<file path="config.mk">
export PLATFORM = sky130hd
export DESIGN_NAME = sniffer_stream_packer
export DESIGN_NICKNAME = d
export VERILOG_FILES = /design/src/rtl/sniffer_stream_packer.sv
export SDC_FILE = /design/constraint.sdc
export NUM_CORES = 1
export LEC_CHECK = 0
export CELL_PAD_IN_SITES_DETAIL_PLACEMENT = 2
export CELL_PAD_IN_SITES_GLOBAL_PLACEMENT = 2
export CORE_MARGIN = 5
export CORE_UTILIZATION = 33
export CTS_CLUSTER_DIAMETER = 150
export DETAILED_ROUTE_END_ITERATION = 7
export PLACE_DENSITY_LB_ADDON = 0.2
export SLEW_MARGIN = 20
export SYNTH_ARGS = -nofsm -noshare
export SYNTH_HDL_FRONTEND = slang
export SYNTH_SLANG_ARGS = --single-unit
</file>
<file path="constraint.sdc">
create_clock -name s_aclk -period 6.67 [get_ports s_aclk]
set_input_delay 0.667 -clock s_aclk [delete_from_list [all_inputs] [get_ports s_aclk]]
set_output_delay 0.667 -clock s_aclk [all_outputs]
set_load 0.03 [all_outputs]
</file>
<file path="src/rtl/sniffer_stream_packer.sv">
// Frames capture-FIFO words into header+data packets on a valid/ready stream with tlast.
// Optional trailing XOR checksum word when PACKER_CHECKSUM_EN is defined.
`timescale 1ns/1ps
module sniffer_stream_packer #(
  parameter int          DATA_W    = 64,
  parameter int          BURST_LEN = 16,
  parameter int          TIMEOUT   = 256,
  parameter logic [15:0] MAGIC     = 16'hA55A
) (
  input  logic              s_aclk,
  input  logic              s_aresetn,
  input  logic [DATA_W-1:0] in_data,
  input  logic              in_valid,
  output logic              in_ready,
  output logic [DATA_W-1:0] out_tdata,
  output logic              out_tvalid,
  input  logic              out_tready,
  output logic              out_tlast,
  output logic              pkt_done,
  output logic [2:0]        state_dbg
);

  localparam int CNT_W = $clog2(BURST_LEN + 1);
  localparam int TMR_W = $clog2(TIMEOUT + 1);

  typedef enum logic [2:0] {
    ST_IDLE = 3'd0,
    ST_HDR  = 3'd1,
    ST_DATA = 3'd2,
    ST_LAST = 3'd3,
    ST_CSUM = 3'd4
  } state_t;

  state_t            state;
  logic [DATA_W-1:0] hold;
  logic [CNT_W-1:0]  cnt;
  logic [TMR_W-1:0]  timer;
  logic [15:0]       seq;
  logic [DATA_W-1:0] hdr_word;
`ifdef PACKER_CHECKSUM_EN
  logic [DATA_W-1:0] csum;
`endif

  assign state_dbg = state;

  always_comb begin
    hdr_word = '0;
    hdr_word[DATA_W-1 -: 32] = {MAGIC, seq};
  end

  // Both streams transfer on a rising edge where valid && ready; a raised valid
  // keeps its data/tlast stable until that edge. In DATA the held word is passed
  // only while a new input word is offered, so hold always stays full.
  always_comb begin
    in_ready   = 1'b0;
    out_tvalid = 1'b0;
    out_tdata  = '0;
    out_tlast  = 1'b0;
    case (state)
      ST_IDLE: in_ready = s_aresetn;
      ST_HDR: begin
        out_tvalid = 1'b1;
        out_tdata  = hdr_word;
      end
      ST_DATA: begin
        out_tvalid = in_valid;
        in_ready   = out_tready;
        out_tdata  = hold;
      end
      ST_LAST: begin
        out_tvalid = 1'b1;
        out_tdata  = hold;
`ifdef PACKER_CHECKSUM_EN
        out_tlast  = 1'b0;
`else
        out_tlast  = 1'b1;
`endif
      end
`ifdef PACKER_CHECKSUM_EN
      ST_CSUM: begin
        out_tvalid = 1'b1;
        out_tdata  = csum;
        out_tlast  = 1'b1;
      end
`endif
      default: ;
    endcase
  end

  always_ff @(posedge s_aclk or negedge s_aresetn) begin
    if (!s_aresetn) begin
      state    <= ST_IDLE;
      hold     <= '0;
      cnt      <= '0;
      timer    <= '0;
      seq      <= '0;
      pkt_done <= 1'b0;
`ifdef PACKER_CHECKSUM_EN
      csum     <= '0;
`endif
    end else begin
      pkt_done <= 1'b0;
      case (state)
        ST_IDLE: begin
          if (in_valid) begin
            hold  <= in_data;
            cnt   <= CNT_W'(1);
            timer <= '0;
`ifdef PACKER_CHECKSUM_EN
            csum  <= in_data;
`endif
            state <= ST_HDR;
          end
        end
        ST_HDR: begin
          if (out_tready) state <= (cnt == CNT_W'(BURST_LEN)) ? ST_LAST : ST_DATA;
        end
        ST_DATA: begin
          if (in_valid) begin
            // A word arriving in the expiry cycle keeps the packet open.
            if (out_tready) begin
              hold  <= in_data;
              cnt   <= cnt + CNT_W'(1);
              timer <= '0;
`ifdef PACKER_CHECKSUM_EN
              csum  <= csum ^ in_data;
`endif
              if (cnt == CNT_W'(BURST_LEN - 1)) state <= ST_LAST;
            end
          end else begin
            timer <= timer + TMR_W'(1);
            if (timer == TMR_W'(TIMEOUT - 1)) state <= ST_LAST;
          end
        end
        ST_LAST: begin
          if (out_tready) begin
`ifdef PACKER_CHECKSUM_EN
            state    <= ST_CSUM;
`else
            seq      <= seq + 16'd1;
            pkt_done <= 1'b1;
            state    <= ST_IDLE;
`endif
          end
        end
`ifdef PACKER_CHECKSUM_EN
        ST_CSUM: begin
          if (out_tready) begin
            seq      <= seq + 16'd1;
            pkt_done <= 1'b1;
            state    <= ST_IDLE;
          end
        end
`endif
        default: state <= ST_IDLE;
      endcase
    end
  end

endmodule

</file>
# Word-level counts from Yosys, hierarchy flattened

Cells that the tools add are included.

Mux-type cells: 27
Reduce and logical (&&, ||, !) cells: 8
Add/subtract/negate cells: 3
Equality and inequality tests: 14

Operator list:

| kind                                                 | count |
|---|---|
| case mux 64 bit (2 select lines)                     | 2 |
| 2-to-1 mux 64 bit                                    | 3 |
| 2-to-1 mux 9 bit                                     | 3 |
| 2-to-1 mux 3 bit                                     | 7 |
| case mux 9 bit (2 select lines)                      | 1 |
| adder 16 x 1 -> 16 bit (second input constant)       | 1 |
| 2-to-1 mux 5 bit                                     | 3 |
| case mux 3 bit (4 select lines)                      | 1 |
| != test 2 bit (second input constant)                | 5 |
| case mux 5 bit (2 select lines)                      | 1 |
| adder 9 x 1 -> 9 bit (second input constant)         | 1 |
| equality test 9 x 8 -> 1 bit (second input constant) | 1 |
| != test 3 bit (second input constant)                | 3 |
| equality test 3 x 2 -> 1 bit (second input constant) | 2 |
| AND reduction 6 bit                                  | 1 |
| adder 5 x 1 -> 5 bit (second input constant)         | 1 |
| equality test 5 x 4 -> 1 bit (second input constant) | 1 |
| equality test 5 bit (second input constant)          | 1 |
| 2-to-1 mux 1 bit                                     | 4 |
| case mux 1 bit (2 select lines)                      | 2 |
| AND reduction 4 bit                                  | 1 |
| OR reduction 2 bit                                   | 2 |
| equality test 3 x 1 -> 1 bit (second input constant) | 1 |
| logical NOT 3 bit                                    | 1 |
| other kinds (3)                                      | 3 |

Input bits: 68
Output and inout bits: 71
Bits in registers: 98

# Logic depth before layout (Yosys ltp)

Depth in word-level cells: 5
Gate-level depth with buffers: 10

# Least setup slack after synthesis

OpenSTA, ideal clock, no wires.

Kind: register to output
Start point: reg state[1], in the netlist state_dbg[1]
End point: out out_tdata[32]
Data required time: 6.003 ns
Data arrival time: 2.139 ns
Cell stages (with the launch flop): 8
Path slack: 3.864 ns
Cells stage by stage: dfrtp_1 clkbuf_1 inv_1 ha_1 buf_4 clkbuf_1 clkbuf_1 nor2_1

Word-level cells in the longest chain between the ends: 3
Elaborated cells between the ends (all ways): 5

RTL lines:

| element                              | line | source |
|---|---|---|
| from (decl)                          | 34   | `state_t state;` |
| from (signal assigned)               | 116  | `if (out_tready) state <= (cnt == CNT_W'(BURST_LEN)) ? ST_LAST : ST_DATA;` |
| equality test 3 x 2 -> 1 bit         | 59   | `case (state)` |
| OR reduction 2 bit (no line)         | -    |  |
| case mux 64 bit (2 select lines) (*) | 59   |  |
| to (decl)                            | 15   | `output logic [DATA_W-1:0] out_tdata,` |

Mark *: on every way between the ends. The rest lies on a longest branch, timed or not.

# Worst setup path in the final report

Start point: reg state[1], in the netlist state_dbg[1]
End point: out out_tdata[44]

Same word-level chain as after synthesis.

==> key figures <==
Run status
  • Status: completed

Global route
  • Antenna violations before repair: 0
  • Grt total ovfl: 0
  • Vias in the first global route: 4132
  • Total Routing Usage GR: 0.1660
  • Pin count of the biggest net entering global routing: 60
  • First-pass GRT wire length: 23220 um

Power
  • Combinational power share: 0.584
  • Leak: 2.997 nW
  • P_sw: 1.521 mW
  • Clock Power Share: 0.140
  • Sw frac: 0.4218
  • Power density cells: 541.8 mW/mm2
  • Worst vdd ir: 0.2569 mV
  • Flop pwr share: 0.276
  • Pint: 2.085 mW

Layout
  • Multi-input logic area: 0.002292 mm2
  • Area Overhead vs Synth: 34.90%
  • Fill count: 1480
  • Final nets: 613
  • Share of layout cells above drive strength 1: 0.1679
  • Post-layout util: 0.4562
  • Ant. Diodes: 0
  • Fin area: 0.006655 mm2
  • Register area: 0.002427 mm2

Clocking
  • Hold buffer count at CTS: 0
  • # clock sinks: 97
  • Root Driver: clkbuf_16
  • Latest clock arrival within the worst-skew pair: 0.35 ns
  • Num CTS Buffers: 9
  • Clock-pin slew on the worst setup and hold paths: 0.07 ns
  • Longest Clk Path Bufs: 2
  • Postcts setup bufs: 0
  • Post-CTS sizing: 0
  • H-Tree Depth: 3
  • TritonCTS clock tree: built

Placed design
  • Dpl hpwl: 10190 um
  • Port bufs: 137
  • Placed cell area: 0.006375 mm2
  • Routability cong.: 0.7356
  • Setup WS pre-CTS: 2.842 ns

Route
  • DR iter-0 viols: 127
  • 1st-pass router iterations: 4
  • Vias per cell: 4.892
  • Detailed-route DRC error count: 0
  • Routed vias: 3522
  • Post-Route WL: 14330 um
  • Remaining antenna violation count after routing: 0
  • Drt wl/cell: 19.90 um

Worst hold path
  • Hold Crit Class: input port to asynchronous set/reset pin

STA
  • Max Slew Vio Count: 0
  • Final hold vios: 0
  • PnR worst setup slack: 2.583 ns
  • Period utilization: 0.6127
  • Count of final setup violators: 0
  • Relative slew slack: 0.3629
  • Tmin final: 4.087 ns
  • Clock skew: 0.003503 ns
  • RSZ-0062 raised after global routing: false
  • Post-Route Setup TNS: 0 ns
  • Worst hold slack: 0.3013 ns
  • Fmax: 0.2447 GHz
  • Pin slew with the least headroom to its limit: 0.9556 ns

Setup path
  • WS Path Type: register to output pin
  • R2R Setup Slk: 3.50 ns
  • Crit-path slowest cell: or2_2
  • R2R Path End: hold[13]
  • Crit Path Max Fanout: 56
  • Crit path launch type: register
  • R2R depth: 7
  • CP Data Required Time: 6.00 ns
  • Max incr delay on CP: 0.83 ns
  • Worst path cell trace: ha_1 > or2_2 > a22oi_1 > nor2_1 > clkdlybuf4s50_1
  • Worst R2R Start: state_dbg[1]
  • Worst EP arrival: 3.42 ns
  • Crit. End Element: output pin

Yosys
  • Largest family of logic cells by synthesized area: multiplexers
  • Synthesized area: 0.004933 mm2
  • Register area share after synthesis: 0.4920
  • Mapped Avg Cell Area: 12.09 um2
  • Syn Nets: 488
  • Simple-gate share of the synthesized area: 0.1380
  • Adder-cell share of the synthesized area: 0.03043
  • Mapped Cells: 408
  • Seq cells post-synth: 97
  • EDFF count, synth: 0
  • Asr flop ratio synth: 1.000
  • Post-synthesis mux area share: 0.2016
  • Library cells used by synthesis: 44
  • Post-synthesis xor/xnor area fraction: 0.03196
  • Synth Flop Type: dfrtp_1
  • Post-synthesis compound-gate area fraction: 0.06087
  • Ys Warns: 0

Floorplanning
  • Core Area: 0.01459 mm2
  • Die area: 0.01750 mm2
  • Row count: 44
  • Initial Util: 0.3382
  • IO Pins: 139
  • Die Wd: 132.3 um
  • Chip Height: 132.3 um

Job
  • Max Cap Violations: 0
per-stage QoR:
stage,power [mW],std cells
5_1_grt,3.827,720
4_1_cts,3.673,720
3_3_place_gp,3.078,706
2_1_floorplan,2.377,408
6_report,3.606,720
3_5_place_dp,3.134,706
placed cells by master, fill, tap and decap left out, drive strengths merged, types with 15 or more instances in the layout:
master | Yosys | layout
a22oi | 17 | 17
and2 | 40 | 40
clkdlybuf4s50 | 0 | 136
dfrtp | 97 | 97
mux2 | 69 | 69
nand2 | 31 | 31
nor2 | 22 | 22
xnor2 | 15 | 15
flip-flops by register name, summed over array words and instances (netlist names):
register	cells
cnt	5
timer	9
state_dbg	2
pkt_done	1
seq	16
hold	64
Yosys cell counts, drive strengths merged (3+ instances only):
| cell type | instances | area (um2) |
|---|---|---|
| inv | 9 | 33.78 |
| a21oi | 6 | 30.03 |
| and4 | 3 | 26.28 |
| nand4 | 3 | 18.77 |
| dfrtp | 97 | 2427 |
| and2 | 40 | 250.2 |
| a22oi | 17 | 127.6 |
| mux2i | 3 | 30.03 |
| mux2 | 69 | 964.7 |
| ha | 12 | 150.1 |
| xnor2 | 15 | 131.4 |
| nor2 | 22 | 82.58 |
| o21ai | 7 | 35.03 |
| nand3 | 12 | 60.06 |
| a22o | 5 | 43.79 |
| and3 | 7 | 43.79 |
| xor2 | 3 | 26.28 |
| buf | 16 | 147.6 |
| nand2 | 31 | 118.9 |
| clkbuf | 10 | 37.54 |
layer usage:
| layer | vias up | part of all wire | global-route usage |
|---|---|---|---|
| met5 | - | 0 | 0 |
| met4 | 0 | 0.010 | 0.04072 |
| met3 | 10 | 0.079 | 0.07443 |
| met2 | 83 | 0.49 | 0.2746 |
| met1 | 1790 | 0.42 | 0.1983 |
| li1 | 1639 | - | - |
how the worst max path moves through the flow:
stage / from / endpoint / depth (start not counted)
floorplan: state_dbg[1] / out_tdata[32] / 7
global placement: state_dbg[1] / out_tdata[43] / 5
detailed placement: state_dbg[1] / out_tdata[44] / 5
CTS: state_dbg[1] / out_tdata[44] / 5
global route: state_dbg[1] / out_tdata[43] / 5
finish: state_dbg[1] / out_tdata[44] / 5
cell families after synthesis:
family / count (synthesis)
xor+xnor: 18
flops: 97
other cells: 1
fa+ha+maj: 12
mux: 72
buf+inv: 35
compound gates: 44
simple gates: 129
area by class of cell:
type,instances,area share
clock buffers,12,0.04005
clock inverters,2,0.002068
inverters,9,0.005076
multi-input cells,276,0.3444
flip-flops and latches,97,0.3647
well taps,184,0.03459
repair buffers,140,0.2091
power groups by stage:
stage          clock (mW)  combinational (mW)  sequential (mW)
2_1_floorplan           0                1.43            0.948
3_3_place_gp            0                2.09            0.989
3_5_place_dp            0                2.13             1.00
4_1_cts             0.523                2.15             1.00
5_1_grt             0.548                2.25             1.03
6_report            0.503                2.11            0.997
critical path: cells and delay by family (launching register included):
family / cells / cell delay, ns
AO/OA/AOI/OAI: 1 / 0.18
flip-flops: 1 / 0.60
adder cells (fa/ha/maj): 1 / 0.57
AND/OR/NAND/NOR: 2 / 1.01
buffers and inverters: 1 / 0.69
No activity file was read; power rests on OpenSTA's default activity.
